`src/rtl/tpu_program_memory.sv`:
```
// Program store for the 4-bit core: zero-latency fetch port plus a nibble-serial loader.
// Optional TPU_PMEM_CHECKSUM_EN adds a CHECKSUM output summing every byte written by a load.
module tpu_program_memory #(
    parameter int unsigned ADDR_W = 6,
    parameter int unsigned DATA_W = 8,
    parameter int unsigned DEPTH  = 64
) (
    input  logic                CLK,
    input  logic                RESET,
    input  logic                LD_START,
    input  logic                LD_VALID,
    input  logic [DATA_W/2-1:0] LD_NIBBLE,
    input  logic                LD_LAST,
    output logic                LD_READY,
    output logic                CPU_RUN,
    input  logic [ADDR_W-1:0]   MEM_ADDR,
    output logic [DATA_W-1:0]   MEM_INPUT,
    output logic                LD_BUSY
`ifdef TPU_PMEM_CHECKSUM_EN
    ,
    output logic [7:0]          CHECKSUM
`endif
);

    localparam int unsigned NIB_W = DATA_W / 2;

    localparam logic [1:0] StIdle = 2'd0;
    localparam logic [1:0] StLoad = 2'd1;
    localparam logic [1:0] StRun  = 2'd2;

    localparam logic [ADDR_W-1:0] LastAddr = ADDR_W'(DEPTH - 1);

    logic [1:0]        state_q, state_d;
    logic [ADDR_W-1:0] addr_q, addr_d;
    logic              phase_q, phase_d;   // 0 = expecting low nibble
    logic [NIB_W-1:0]  hold_q, hold_d;
    logic [DATA_W-1:0] mem_q [DEPTH];

    logic              xfer;
    logic              we;
    logic [DATA_W-1:0] wdata;

    assign LD_READY = (state_q == StLoad) & ~LD_START;
    assign xfer     = LD_VALID & LD_READY;
    assign CPU_RUN  = (state_q == StRun);
    assign LD_BUSY  = (state_q == StLoad);
    assign wdata    = {LD_NIBBLE, hold_q};

    always_comb begin
        state_d = state_q;
        addr_d  = addr_q;
        phase_d = phase_q;
        hold_d  = hold_q;
        we      = 1'b0;
        // LD_START restarts from any state and takes precedence over a nibble transfer.
        if (LD_START) begin
            state_d = StLoad;
            addr_d  = '0;
            phase_d = 1'b0;
        end else if (xfer) begin
            if (!phase_q) begin
                hold_d  = LD_NIBBLE;
                phase_d = 1'b1;
            end else begin
                we      = 1'b1;
                phase_d = 1'b0;
                addr_d  = addr_q + 1'b1;
                if (LD_LAST || addr_q == LastAddr) begin
                    state_d = StRun;
                end
            end
        end
    end

    always_ff @(posedge CLK) begin
        if (RESET) begin
            state_q <= StIdle;
            addr_q  <= '0;
            phase_q <= 1'b0;
            hold_q  <= '0;
        end else begin
            state_q <= state_d;
            addr_q  <= addr_d;
            phase_q <= phase_d;
            hold_q  <= hold_d;
        end
    end

    always_ff @(posedge CLK) begin
        if (RESET) begin
            for (int unsigned i = 0; i < DEPTH; i++) begin
                mem_q[i] <= '0;
            end
        end else if (we) begin
            mem_q[addr_q] <= wdata;
        end
    end

    assign MEM_INPUT = (state_q == StRun) ? mem_q[MEM_ADDR] : '0;

`ifdef TPU_PMEM_CHECKSUM_EN
    logic [7:0] checksum_q;

    always_ff @(posedge CLK) begin
        if (RESET || LD_START) begin
            checksum_q <= 8'h00;
        end else if (we) begin
            checksum_q <= checksum_q + wdata[7:0];
        end
    end

    assign CHECKSUM = checksum_q;
`endif

endmodule

```
`config.mk`:
```
export PLATFORM = sky130hd
export DESIGN_NAME = tpu_program_memory
export DESIGN_NICKNAME = d
export VERILOG_FILES = /design/src/rtl/tpu_program_memory.sv
export SDC_FILE = /design/constraint.sdc
export NUM_CORES = 1
export LEC_CHECK = 0
export ABC_AREA = 1
export CAP_MARGIN = 20
export CORE_UTILIZATION = 65
export CTS_BUF_LIST = sky130_fd_sc_hd__clkbuf_4 sky130_fd_sc_hd__clkbuf_8 sky130_fd_sc_hd__clkbuf_16
export CTS_CLUSTER_SIZE = 28
export DETAILED_ROUTE_END_ITERATION = 6
export PLACE_DENSITY = 0.82
export SYNTH_ARGS = -nofsm -noshare
export SYNTH_HDL_FRONTEND = slang
export SYNTH_SLANG_ARGS = --single-unit
```
`constraint.sdc`:
```
create_clock -name CLK -period 6.57 [get_ports CLK]
set_clock_uncertainty 0.15 [all_clocks]
set_input_delay 0.657 -clock CLK [delete_from_list [all_inputs] [get_ports CLK]]
set_output_delay 0.657 -clock CLK [all_outputs]
set_load 0.1 [all_outputs]
```
==> results.toml, run 1 <==
[finish]
multi_input_area_um2 = 7570
n_fill_cell = 2462
instances_no_fill = 2943
areaGrowthSynthToFinish_pct = 8.458
drive_gt1_frac = 0.08380
nNetsFinal = 2459
regArea_um2 = 15640
num_antenna_cells = 0

[power]
leakagePower_uw = 0.009742
power_density_nw_per_um2 = 277.7
intPower_uw = 5537
power_frac_clock = 0.392
pwr-share-comb = 0.074
seqPwrFrac = 0.534
p_sw_frac = 0.2323
p_sw_uw = 1676
power_uw = 7212
vdd_drop_max_v = 0.0001984

[floorplan]
core.rowCount = 69
num_io_pins = 26
die_area_um2 = 37620
core-area_um2 = 35910
initial_core_util = 0.6668
dieHeight_um = 194.0
die-width_um = 194.0

[sta]
finalHoldWorstSlack_ps = 317.9
setup_viol = 0
rsz0062_at_grt = "false"
max_freq_ghz = 0.1935
setup_tns_ps = 0
maxSlewViolCount = 0
hold_viol = 0
maxSlewHeadroom = 0.1828
tightest_slew_ps = 1224
min_period_ps = 5167
period_share = 0.7864

[synthesis]
yosys_most_used_dff = "edfxtp_1"
synth-edff-count = 512
postSynth.asyncResetShare = 0
ys_seq_area_frac = 0.6528
syn_nets = 2525
synth_top_family_by_area = "simple AND/OR/NAND/NOR gates"
synthXorXnorAreaFrac = 0
synthSimpleGateAreaFrac = 0.3092
postSynthCellCount = 2509
ys_top_cells_by_area = "edfxtp_1 64%, nand2_1 11%, nand3_1 9.2%, nor2_1 8.2%, clkbuf_1 2.4%"
synth.top_cells.by_count = "712 x nand2_1, 524 x nor2_1, 512 x edfxtp_1"
muxShareOfSynthArea = 0
synthAdderAreaFrac = 0.0005224
post_synth.cell_area_avg_um2 = 9.545
yosysMostFrequentCell = "nand2_1"
yosysTopAreaCell = "edfxtp_1"
synthesis.area_um2 = 23950
netlist.area_leader.share = 0.6420
synth_cell_type_count = 21
synth-warning-count = 0
synth_compound_area_frac = 0.006374
synth-seq-cells = 525

[clocking]
cts.hold.buffers_added = 0
cts_sinks = 525
post_cts_buffers = 0
numCtsBuffers = 51
htree_levels = 2
cts_resized = 0
cts-root-buf = "clkbuf_16"
clock_latency_ps = 570
clk_pin_slew_ps = 60
clock_tree.buffer_depth = 3
cts_tree = "done"

[detailed_routing]
route.detailed.drc = 0
ant_nets = 0
drt-vias-per-instance = 6.231
first_iter_violations = 2765
drt-wirelength-per-cell_um = 21.64
wl_um = 63700
num_vias = 18340
drt_first_pass_iters = 6

[place]
dp_cells = 2850
io_buffers = 25
hpwl_um = 38470
gp_congestion = 0.9542

[run]
maxCapViolCount = 0

[min_path]
hold_path.class = "flop to flop"

[worst_setup_path]
crit_path_end_kind = "output port"
setup.worst_path.class = "input port to output port"
crit_path_start_kind = "input port"
reg2reg_setup_slack_ps = 3010
critPathRequiredTime_ps = 5760
critPathMaxFanout = 122
cp_data_arrival_time_ps = 4360

[global_routing]
grt-ovfl-total = 0
grt_max_degree = 123
grt_pass1_vias = 17240
gr-usage-all-layers = 0.3413
antenna_found_initial = 0
grt_pass1_wl_um = 97840

[status]
status = "completed"
==> final timing paths <==
kind,from,to,depth (start not counted)
worst max-delay path,MEM_ADDR[0],MEM_INPUT[0],11
worst min-delay path,phase_q,phase_q,2
worst max register to register,state_q[0],mem_q[17][7],10
worst min register to register,phase_q,phase_q,2
==> power by group through the flow <==
stage | Sequential (uW) | Clock [uW] | Combinational (uW)
after floorplan | 3900 | 0 | 351
after global placement | 3910 | 0 | 508
after detailed placement | 3920 | 0 | 518
after CTS | 3850 | 2830 | 521
after global routing | 3860 | 2960 | 573
final | 3850 | 2830 | 533
==> per-layer routing <==
metal,track usage,vias to the layer above,wire [um]
li1,-,8276,-
met5,0,-,0
met3,0.05114,213,7772
met1,0.4664,8567,22990
met2,0.5422,1283,29580
met4,0.1678,0,3347
==> flip-flops by register name, summed over array words and instances (netlist names) <==
| register | flops |
|---|---|
| phase_q | 1 |
| hold_q | 4 |
| addr_q | 6 |
| state_q | 2 |
| mem_q | 512 |
==> layout by cell type (no fill, tap or decap) <==
| cell type | count |
|---|---|
| edfxtp_1 | 512 |
| nor3_1 | 3 |
| clkinv_4 | 3 |
| nor3_4 | 5 |
| nor2_4 | 1 |
| buf_4 | 28 |
| clkinvlp_4 | 3 |
| inv_2 | 12 |
| o21ai_0 | 9 |
| inv_6 | 1 |
| nand2_2 | 63 |
| a21oi_1 | 20 |
| clkbuf_16 | 53 |
| a211oi_1 | 1 |
| inv_4 | 1 |
| dfxtp_1 | 13 |
| clkinv_2 | 6 |
| bufinv_16 | 2 |
| nand2_1 | 712 |
| clkdlybuf4s50_1 | 16 |
| clkinv_1 | 12 |
| buf_6 | 3 |
| nor3_2 | 4 |
| nor2_1 | 524 |
| clkbuf_4 | 14 |
| nand3_1 | 438 |
| ha_1 | 1 |
| buf_12 | 3 |
| buf_2 | 1 |
| nor2_2 | 5 |
| inv_1 | 13 |
==> cell type report <==
type | count | share of cell area
inverters | 28 | 0.004335
well taps | 461 | 0.02221
flip-flops and latches | 525 | 0.6019
clock inverters | 25 | 0.006936
repair buffers | 51 | 0.01806
multi-input cells | 1786 | 0.2914
clock buffers | 67 | 0.05511
==> critical path, cell delays in order <==
cell and delay [ps]:
buf_6 660, buf_4 730, nand2_1 120, nand3_1 110
nand3_1 90, nand2_1 120, nand2_1 70, nand3_1 130
nand3_1 100, a21oi_1 290, clkdlybuf4s50_1 1200
==> metrics by stage <==
| stage | setup slack (ps) | util | cell area (um2) |
|---|---|---|---|
| floorplan | 2102 | - | 23950 |
| global placement | 1582 | 0.6775 | 24330 |
| detailed placement | 1564 | 0.6781 | 24350 |
| CTS | 1573 | 0.7229 | 25960 |
| global route | 1267 | 0.7232 | 25970 |
| finish | 1403 | 0.7232 | 25970 |
==> kinds of logic after synthesis <==
logic type | count (synthesis)
AOI/OAI and AO/OA | 30
adders and majority gates | 1
and+or+nand+nor | 1755
DFF | 525
buffers and inverters | 198
Power figures use the tool's default switching activity.
==> inputs of run 2 (changes only) <==
- CORE_UTILIZATION: 65 -> 63
- PLACE_DENSITY: 0.82 -> 0.8
- clock period: 6.57 -> 5.4 ns (I/O delays scaled with it)
==> results.toml, run 2 (synthesis results as in run 1) <==
[worst_setup_path]
crit_chain = "buf_6 -> inv_6 -> buf_4 -> nand2_1 -> nand3_1 -> nand3_1 -> nand2_1 -> nand2_1 -> nand3_1 -> nand3_1 -> a21oi_1 -> buf_4"
crit_path_start_kind = "input port"
critPathTopFamily = "buffers and inverters"
cpMostUsedCell = "nand3_1"
critPathMaxFanout = 85
critPathRequiredTime_ps = 4710
cp_data_arrival_time_ps = 3350
setup.worst_path.class = "input port to output port"
critPathBufInv = 4
cp_slowest_cell = "inv_6"
slowest_delay_ps = 570
crit_path_end_kind = "output port"

[global_routing]
antenna_found_initial = 1
grt_max_degree = 133
gr-usage-all-layers = 0.3408
grt_pass1_vias = 17250
grt-ovfl-total = 0
grt_pass1_wl_um = 97770

[clocking]
numCtsBuffers = 51
cts_resized = 0
cts_sinks = 525
post_cts_buffers = 0
htree_levels = 2
clock_tree.buffer_depth = 3
cts_tree = "done"
clk_pin_slew_ps = 60
cts-root-buf = "clkbuf_16"
clock_latency_ps = 610
cts.hold.buffers_added = 0

[floorplan]
die-width_um = 197.0
core.rowCount = 71
initial_core_util = 0.6373
dieHeight_um = 197.0
die_area_um2 = 38800
num_io_pins = 26
core-area_um2 = 37580

[sta]
setup_viol = 0
hold_viol = 0
tightest_slew_ps = 1176
min_period_ps = 4044
period_share = 0.7488
maxSlewHeadroom = 0.2114
setup_slack_ps = 1357
maxSlewViolCount = 0
setup_tns_ps = 0
rsz0062_at_grt = "false"
max_freq_ghz = 0.2473

[finish]
reg_top3 = "mem_q x512, addr_q x6, hold_q x4"
num_antenna_cells = 0
final_cell_area_um2 = 26080
instances_no_fill = 2993
regArea_um2 = 15640
largest_register_ffs = 512
nNetsFinal = 2465
areaGrowthSynthToFinish_pct = 8.897
multi_input_area_um2 = 7570
final_cell_mix = "712 x nand2_1, 524 x nor2_1, 512 x edfxtp_1"
top_register = "mem_q"
n_fill_cell = 2754
layout_commonest_cell = "nand2_1"
drive_gt1_frac = 0.08219

[detailed_routing]
wl_um = 64760
route.detailed.drc = 0
ant_nets = 0
drt_first_pass_iters = 6
drt-vias-per-instance = 6.109
num_vias = 18290
drt-wirelength-per-cell_um = 21.64
first_iter_violations = 2543

[min_path]
hold_path.class = "flop to flop"

[place]
hpwl_um = 39680
place_area_um2 = 24450
dp_cells = 2903
gp_congestion = 0.9434
dp_worst_setup_slack_ps = 1424
io_buffers = 25

[run]
maxCapViolCount = 0

[power]
power_density_nw_per_um2 = 337.2
leakagePower_uw = 0.009772
pwr-share-comb = 0.076
intPower_uw = 6738
seqPwrFrac = 0.532
vdd_drop_max_v = 0.0002774
p_sw_frac = 0.2338
p_sw_uw = 2056
power_frac_clock = 0.392
power_uw = 8794

[status]
status = "completed"
## run 2: cell count changes in the layout (fill, tap and decap cells not counted), moves of 2 or more
cell / delta
buf_4: +5
bufinv_16: +2
clkbuf_4: -12
clkdlybuf4s50_1: -2
clkinvlp_4: -2
clkinv_1: +6
clkinv_2: +3
clkinv_4: -3
## run 2: worst paths after layout
check / startpoint / to / slack, ps / cells past startpoint
worst max-delay path: MEM_ADDR[0] / MEM_INPUT[7] / 1360 / 12
worst min-delay path: phase_q / phase_q / 340 / 2
worst max register to register: state_q[0] / mem_q[42][2] / 1980 / 10
worst min register to register: phase_q / phase_q / 340 / 2
## run 2: layout make-up
cell class / instances / area share
sequential: 525 / 0.5995
tap: 511 / 0.02452
clock buffer: 55 / 0.05143
clock inverter: 31 / 0.009067
inverter: 28 / 0.004318
timing repair buffer: 57 / 0.02092
multi-input combinational: 1786 / 0.2903
## run 2: per-layer routing
metal | global-route usage | up-vias | share of wire
met3 | 0.07717 | 206 | 0.12
met2 | 0.5484 | 1298 | 0.47
li1 | - | 8298 | -
met1 | 0.4438 | 8481 | 0.36
met4 | 0.1573 | 2 | 0.046
met5 | 0 | - | 0.00015
## run 2: stage by stage
step	hold WS (ps)	utilization
2_1_floorplan	289.0	-
3_3_place_gp	304.3	0.6500
3_5_place_dp	314.1	0.6506
4_1_cts	337.5	0.6926
5_1_grt	338.8	0.6940
6_report	337.3	0.6940
## run 2: power by group through the flow
stage               registers [uW]  logic [uW]  clock network (uW)
CTS                           4680         644                3450
detailed placement            4760         640                   0
global route                  4690         713                3600
global placement              4760         630                   0
floorplan                     4740         427                   0
finish                        4680         665                3450
## run 2: worst min-delay path, delay by kind of cell (launching register included)
family	cells	cell delay (ps)
DFF	1	310
and+or+nand+nor	1	70
AOI/OAI and AO/OA	1	60
==> inputs of run 3 (changes only) <==
- clock period: 5.4 -> 4.1 ns (I/O delays scaled with it)
==> results.toml, run 3 (synthesis results as in run 1) <==
[power]
leakagePower_uw = 0.009948
vdd_drop_max_v = 0.0005227
power_density_nw_per_um2 = 449.0
power_uw = 11890

[worst_setup_path]
critPathBufInv = 4
crit_path_end_kind = "output port"
cp_data_arrival_time_ps = 2810
crit_chain = "buf_6 -> inv_6 -> buf_12 -> nand2_1 -> nand3_1 -> nand3_1 -> nand2_1 -> nand2_1 -> nand3_1 -> nand3_1 -> a21oi_1 -> buf_12"
crit_path_start_kind = "input port"
setup.worst_path.class = "input port to output port"
critPathRequiredTime_ps = 3540
slowest_delay_ps = 400
cp_slowest_cell = "a21oi_1"
cpMostUsedCell = "nand3_1"
critPathMaxFanout = 74
critPathTopFamily = "buffers and inverters"

[sta]
period_share = 0.8215
min_period_ps = 3368
maxSlewViolCount = 0
rsz0062_at_grt = "false"
setup_viol = 0
tightest_slew_ps = 1092
hold_viol = 0
max_freq_ghz = 0.2969
maxSlewHeadroom = 0.2722

[finish]
final_cell_area_um2 = 26490
largest_register_ffs = 512
num_antenna_cells = 0
instances_no_fill = 3011
nNetsFinal = 2477
regArea_um2 = 15640
areaGrowthSynthToFinish_pct = 10.61
final_cell_mix = "712 x nand2_1, 524 x nor2_1, 512 x edfxtp_1"
multi_input_area_um2 = 7570
drive_gt1_frac = 0.09200
n_fill_cell = 2738
reg_top3 = "mem_q x512, addr_q x6, hold_q x4"
top_register = "mem_q"
layout_commonest_cell = "nand2_1"

[floorplan]
core-area_um2 = 37580
initial_core_util = 0.6373
die-width_um = 197.0
dieHeight_um = 197.0
core.rowCount = 71
num_io_pins = 26
die_area_um2 = 38800

[detailed_routing]
wl_um = 64020
drt-wirelength-per-cell_um = 21.26
first_iter_violations = 2429
drt_first_pass_iters = 6
num_vias = 18450
drt-vias-per-instance = 6.127
route.detailed.drc = 0
ant_nets = 0

[global_routing]
gr-usage-all-layers = 0.3379
grt_max_degree = 129
grt_pass1_wl_um = 98220
grt-ovfl-total = 0
antenna_found_initial = 0
grt_pass1_vias = 17880

[run]
maxCapViolCount = 0

[clocking]
clock_latency_ps = 600
htree_levels = 2
post_cts_buffers = 0
cts_tree = "done"
cts_sinks = 525
cts.hold.buffers_added = 0
clock_tree.buffer_depth = 3
cts-root-buf = "clkbuf_16"
clk_pin_slew_ps = 60
cts_resized = 0
numCtsBuffers = 51

[place]
gp_congestion = 0.9631
place_area_um2 = 24770
hpwl_um = 39490
io_buffers = 25
dp_cells = 2919

[status]
status = "completed"

[min_path]
hold_path.class = "flop to flop"
[run 3: worst min-delay path, cell delays in order (launching register included)]
cell and delay [ps]:
dfxtp_1 300, inv_2 40, a21oi_1 50
[run 3: routing by layer]
layer	wire [um]	GRT usage	up-vias
met3	7446	0.05664	246
li1	-	-	8321
met4	3265	0.1680	0
met2	29990	0.5469	1228
met1	23320	0.4459	8653
met5	0	0	-
[run 3: worst paths after layout]
kind / endpoint / cells after the start / startpoint / slack [ps]
max: MEM_INPUT[5] / 12 / MEM_ADDR[0] / 730
min reg2reg: hold_q[3] / 2 / hold_q[3] / 290
max reg2reg: mem_q[9][7] / 11 / state_q[0] / 1210
min: hold_q[3] / 2 / hold_q[3] / 290
[run 3: power by group]
group	internal, uW	total, uW	switching, uW	leakage (uW)
sequential	6090	6160	69.0	0.00516
clock	2820	4850	2020	0.000843
combinational	213	886	673	0.00395
total	9130	11900	2770	0.00995
[run 3: stage by stage]
step | setup TNS, ps | util | setup WS [ps] | hold WS [ps]
floorplan | -969.7 | - | -121.2 | 289.0
global placement | 0 | 0.6592 | 790.6 | 282.2
detailed placement | 0 | 0.6592 | 688.8 | 288.4
CTS | 0 | 0.7049 | 793.4 | 297.0
global route | 0 | 0.7049 | 590.0 | 328.2
finish | 0 | 0.7049 | 732.0 | 293.2
[run 3: final cells by class]
type,instances,area share
inverter,28,0.004251
multi-input combinational,1786,0.2858
clock inverter,34,0.01337
sequential,525,0.5902
timing repair buffer,69,0.03075
clock buffer,58,0.05149
tap,511,0.02414
